## src/rtl/tick_scheduler.sv

```systemverilog
// tick_scheduler: shares the divider tick among NUM_REQ job slots.
// Optional TICK_SCHED_FIXED_PRIO_EN selects fixed-priority arbitration.
module tick_scheduler #(
  parameter int NUM_REQ = 4,
  parameter int CNT_W   = 8
) (
  input  logic                     i_clk,
  input  logic                     i_reset,
  input  logic                     i_tick,
  input  logic [NUM_REQ-1:0]       i_req_valid,
  input  logic [NUM_REQ*CNT_W-1:0] i_req_len,
  output logic [NUM_REQ-1:0]       o_req_ready,
  output logic [NUM_REQ-1:0]       o_busy,
  output logic [NUM_REQ-1:0]       o_grant,
  output logic [NUM_REQ-1:0]       o_done,
  output logic                     o_div_ready
);

  localparam int PTR_W = (NUM_REQ > 1) ? $clog2(NUM_REQ) : 1;

  localparam logic [0:0] S_IDLE   = 1'b0;
  localparam logic [0:0] S_ACTIVE = 1'b1;

  logic [0:0]         st_q    [NUM_REQ];
  logic [CNT_W-1:0]   rem_q   [NUM_REQ];
  logic [NUM_REQ-1:0] grant_q;
  logic [NUM_REQ-1:0] done_q;
  logic               div_q;

  logic [NUM_REQ-1:0] active;
  logic [NUM_REQ-1:0] accept;
  logic [NUM_REQ-1:0] len_zero;
  logic [NUM_REQ-1:0] last;
  logic [NUM_REQ-1:0] tick_win;
  logic               win_any;
  logic [PTR_W-1:0]   win_idx;

  // Decode slot state into flat vectors and qualify handshakes
  always_comb begin
    active   = '0;
    accept   = '0;
    len_zero = '0;
    last     = '0;
    for (int i = 0; i < NUM_REQ; i++) begin
      active[i]   = (st_q[i] == S_ACTIVE);
      len_zero[i] = (i_req_len[i*CNT_W +: CNT_W] == '0);
      accept[i]   = i_req_valid[i] & ~active[i];
      last[i]     = tick_win[i] &
                    (rem_q[i] == CNT_W'(1));
    end
  end

`ifdef TICK_SCHED_FIXED_PRIO_EN

  // Lowest-index active slot takes the tick
  always_comb begin
    win_any = 1'b0;
    win_idx = '0;
    for (int i = NUM_REQ - 1; i >= 0; i--) begin
      if (active[i]) begin
        win_any = 1'b1;
        win_idx = PTR_W'(i);
      end
    end
  end

`else

  logic [PTR_W-1:0] ptr_q;
  logic [PTR_W:0]   sum;
  logic [PTR_W-1:0] idx;

  // Search upward from ptr, wrapping, for the first active slot
  always_comb begin
    win_any = 1'b0;
    win_idx = '0;
    sum     = '0;
    idx     = '0;
    for (int k = 0; k < NUM_REQ; k++) begin
      sum = {1'b0, ptr_q} + (PTR_W+1)'(k);
      if (sum >= (PTR_W+1)'(NUM_REQ))
        sum = sum - (PTR_W+1)'(NUM_REQ);
      idx = sum[PTR_W-1:0];
      if (!win_any && active[idx]) begin
        win_any = 1'b1;
        win_idx = idx;
      end
    end
  end

  // Rotate pointer past each winner; dropped ticks leave it alone
  always_ff @(posedge i_clk) begin
    if (i_reset) begin
      ptr_q <= '0;
    end else if (i_tick && win_any) begin
      if (win_idx == PTR_W'(NUM_REQ - 1))
        ptr_q <= '0;
      else
        ptr_q <= win_idx + PTR_W'(1);
    end
  end

`endif

  // One-hot tick owner for this cycle, empty when no tick or no job
  always_comb begin
    tick_win = '0;
    if (i_tick && win_any)
      tick_win = NUM_REQ'(1) << win_idx;
  end

  // Per-slot job state: load on accept, count down on granted ticks
  always_ff @(posedge i_clk) begin
    if (i_reset) begin
      for (int i = 0; i < NUM_REQ; i++) begin
        st_q[i]  <= S_IDLE;
        rem_q[i] <= '0;
      end
    end else begin
      for (int i = 0; i < NUM_REQ; i++) begin
        if (accept[i] && !len_zero[i]) begin
          st_q[i]  <= S_ACTIVE;
          rem_q[i] <= i_req_len[i*CNT_W +: CNT_W];
        end else if (tick_win[i]) begin
          rem_q[i] <= rem_q[i] - CNT_W'(1);
          if (last[i])
            st_q[i] <= S_IDLE;
        end
      end
    end
  end

  // Registered grant/done strobes and sticky divider enable
  always_ff @(posedge i_clk) begin
    if (i_reset) begin
      grant_q <= '0;
      done_q  <= '0;
      div_q   <= 1'b0;
    end else begin
      grant_q <= tick_win;
      done_q  <= last | (accept & len_zero);
      if (|accept)
        div_q <= 1'b1;
    end
  end

  assign o_req_ready = ~active;
  assign o_busy      = active;
  assign o_grant     = grant_q;
  assign o_done      = done_q;
  assign o_div_ready = div_q;

endmodule
```

## config.mk

```make
export PLATFORM = sky130hd
export DESIGN_NAME = tick_scheduler
export DESIGN_NICKNAME = d
export VERILOG_FILES = /design/src/rtl/tick_scheduler.sv
export SDC_FILE = /design/constraint.sdc
export NUM_CORES = 1
export LEC_CHECK = 0
export ABC_AREA = 1
export CORE_ASPECT_RATIO = 1.4
export CORE_UTILIZATION = 54
export CTS_CLUSTER_SIZE = 10
export DETAILED_ROUTE_END_ITERATION = 8
export PLACE_DENSITY_LB_ADDON = 0.25
export SLEW_MARGIN = 25
export SYNTH_ARGS = -nofsm -noshare
export SYNTH_HDL_FRONTEND = slang
export SYNTH_SLANG_ARGS = --single-unit
export TNS_END_PERCENT = 50
```

## constraint.sdc

```tcl
create_clock -name i_clk -period 3.4 [get_ports i_clk]
set_input_delay 1.02 -clock i_clk [delete_from_list [all_inputs] [get_ports i_clk]]
set_output_delay 1.02 -clock i_clk [all_outputs]
set_load 0.1 [all_outputs]
```

==> results.sh <==
export IMPL_diodes=0
export IMPL_numCtsBuffers=5
export IMPL_die_area_mm2=0.00640
export IMPL_cts_sinks=47
export IMPL_via_per_inst=4.98
export IMPL_min_path_type="flip-flop to flip-flop"
export IMPL_fin_tns_setup_ns=0
export IMPL_synth_area_mm2=0.00328
export IMPL_grt_pass1_vias=2854
export IMPL_cp_start_kind="flip-flop"
export IMPL_cp_end_kind="flip-flop"
export IMPL_power_density_mw_per_mm2=726
export IMPL_period_share_pct=80.0
export IMPL_cts_resized=0
export IMPL_grt_met1_usage_pct=25.8
export IMPL_grt_setup_unrepaired="no"
export IMPL_ys_seq_area_share_pct=39.6
export IMPL_setup_viol=0
export IMPL_crit_start="ptr_q[0]$_SDFFE_PP0N_"
export IMPL_fin_nets=552
export IMPL_clk_pin_slew_ns=0.09
export IMPL_core_mm2=0.00586
export IMPL_crit_end="rem_q[2][2]$_SDFFCE_PN0P_"
export IMPL_grt_use_met2_pct=46.6
export IMPL_layout_drive_gt1_share_pct=10.2
export IMPL_reg2regPathDepth=13
export IMPL_cts_tree="yes"
export IMPL_port_buffers=55
export IMPL_yosys_warnings=0
export IMPL_tightest_slew_ns=0.877
export IMPL_synthesis_instances=445
export IMPL_io_pins=56
export IMPL_antenna_found_initial=0
export IMPL_syn_area_per_cell_um2=7.38
export IMPL_die_w_um=67.9
export IMPL_r2r_end="rem_q[2][2]$_SDFFCE_PN0P_"
export IMPL_routedWlPerCell_um=11.9
export IMPL_setup_slack_ns=0.679
export IMPL_grt_usage_pct=24.3
export IMPL_synth_nets=496
export IMPL_busiest_layer="met2"
export IMPL_drt_total_wl_um=6830
export IMPL_ant_nets=0
export IMPL_finClkSkew_ns=0.00994
export IMPL_min_period_ns=2.72
export IMPL_yosysUniqueCellTypes=34
export IMPL_cts_buffer_depth=2
export IMPL_drc_errors=0
export IMPL_ys_ff_latch=47
export IMPL_initial_core_util_pct=56.0
export IMPL_cts_hold_fix_buffers=0
export IMPL_drv_slew=0
export IMPL_grt_pass1_wl_um=11800
export IMPL_utilization_pct=67.0
export IMPL_cap_violations=0
export IMPL_insertion_delay_ns=0.31
export IMPL_cts_root_buf="clkbuf_8"
export IMPL_place_gp_congestion=0.827
export IMPL_rows=33
export IMPL_max_freq_ghz=0.368
export IMPL_hold_viol=0
export IMPL_p_leak_nw=1.93
export IMPL_status="completed"
export IMPL_dp_hpwl_um=5570
export IMPL_vdd_drop_max_v=0.000419
export IMPL_dp_slack_ns=0.378
export IMPL_max_slew_margin_pct=41.1
export IMPL_via_count=2848
export IMPL_crit_type="flip-flop to flip-flop"
export IMPL_area_growth_pct=19.7
export IMPL_cp_data_required_time_ns=3.47
export IMPL_reg2reg_slack_ns=0.68
export IMPL_grt_max_degree=15
export IMPL_crit_arrival_ns=2.79
export IMPL_drt_iter0_drc=126
export IMPL_crit_fanout=11
export IMPL_postCtsSetupRepairBufs=0
export IMPL_h_tree_depth=2
export IMPL_met3_usage_pct=3.76
export IMPL_die_h_um=94.3
export IMPL_r2r_start="ptr_q[0]$_SDFFE_PP0N_"
export IMPL_fillCellCount=522
export IMPL_gr_total_overflow=0
export IMPL_drt_first_pass_iters=4
[registers in the layout, indices dropped and copies added (netlist names)]
name and flops:
ptr_q 2, st_q 4, rem_q 32, o_div_ready 1
o_grant 4, o_done 4
[cell usage in the layout, fill, tap and decap left out, types with 2 or more instances in the layout]
master	Yosys	final
nand3_2	2	2
nor2_1	63	63
nor2_2	2	2
xnor2_1	10	10
dfxtp_1	11	11
edfxtp_1	36	36
nor3_1	10	10
inv_1	75	75
clkbuf_8	0	6
xor2_1	14	14
nand2_2	6	6
nand4_1	6	6
inv_2	3	3
a21oi_1	5	5
nand4_4	2	2
nand3_1	29	29
o21ai_1	4	4
clkdlybuf4s50_1	0	38
nand2_1	125	125
o21ai_0	9	9
ha_1	12	12
buf_4	4	20
[area by class of cell]
cell class / count / area (um^2) / area share, %
Clock buffer: 7 / 86.3 / 2.20
Clock inverter: 1 / 5.00 / 0.127
Inverter: 79 / 302 / 7.67
Multi-Input combinational cell: 310 / 1620 / 41.2
Sequential cell: 47 / 1300 / 33.1
Tap cell: 70 / 87.6 / 2.23
Timing Repair Buffer: 58 / 531 / 13.5
[through the flow]
step / cell area (um^2) / hold WS, ns / power [mW] / instances
finish: 3930 / 0.583 / 2.85 / 572
global route: 3930 / 0.642 / 3.09 / 572
CTS: 3930 / 0.583 / 2.87 / 572
detailed placement: 3840 / 0.564 / 2.51 / 564
global placement: 3840 / 0.538 / 2.47 / 564
floorplan: 3280 / 0.549 / 2.19 / 445
[power breakdown]
part	internal, mW	total (mW)	switching, mW
Clock	0.165	0.358	0.193
Combinational	0.520	1.54	1.02
Sequential	0.822	0.953	0.131
[how the worst min path moves through the flow]
| stage | startpoint | endpoint | slack (ns) | depth (start not counted) |
|---|---|---|---|---|
| floorplan | ptr_q[1]$_SDFFE_PP0N_ | ptr_q[1]$_SDFFE_PP0N_ | 0.55 | 2 |
| global placement | o_div_ready$_SDFFE_PP0P_ | o_div_ready$_SDFFE_PP0P_ | 0.54 | 2 |
| detailed placement | o_div_ready$_SDFFE_PP0P_ | o_div_ready$_SDFFE_PP0P_ | 0.56 | 2 |
| CTS | o_div_ready$_SDFFE_PP0P_ | o_div_ready$_SDFFE_PP0P_ | 0.58 | 2 |
| global route | ptr_q[1]$_SDFFE_PP0N_ | ptr_q[1]$_SDFFE_PP0N_ | 0.64 | 2 |
| finish | o_div_ready$_SDFFE_PP0P_ | o_div_ready$_SDFFE_PP0P_ | 0.58 | 2 |
[worst max-delay path: stages (launching register included)]
cell     delay [ns]
dfxtp_1        0.59
o21ai_0        0.20
o21ai_2        0.27
nor2_1         0.07
nor2_1         0.11
xor2_1         0.21
nor2_1         0.10
inv_1          0.10
ha_1           0.21
nand4_2        0.28
inv_2          0.15
nand2_1        0.06
nand2_1        0.07
inv_1          0.05
[metal layers]
metal,up-vias,routed length [um]
met3,12,234
li1,1498,-
met2,56,3800
met5,-,0
met1,1282,2680
met4,0,117
[cells in the mapped netlist, drive strengths merged]
cell	number	share of area, %
inv	79	9.2
clkbuf	3	0.34
nand2	132	16
or2	1	0.19
ha	12	4.6
o21ai	14	2.2
nor2	66	7.9
edfxtp	36	33
o211ai	1	0.23
nor3	11	2.0
xnor2	10	2.7
and2	1	0.27
a41oi	1	0.27
xor2	14	3.7
buf	6	1.6
dfxtp	11	6.7
o31ai	1	0.23
nand4	9	2.8
nand3	32	5.6
a21oi	5	0.76
[logic make-up (layout without fill, tap and decap cells)]
family                   count (synthesis)  after routing  synth area share [%]
AND/OR/NAND/NOR                        252            252                  34.6
buffers and inverters                   88            145                  11.1
flip-flops                              47             47                  39.6
XOR/XNOR                                24             24                  6.40
AO/OA/AOI/OAI                           22             22                  3.73
adder cells (fa/ha/maj)                 12             12                  4.57
(Power assumes the default switching activity.)
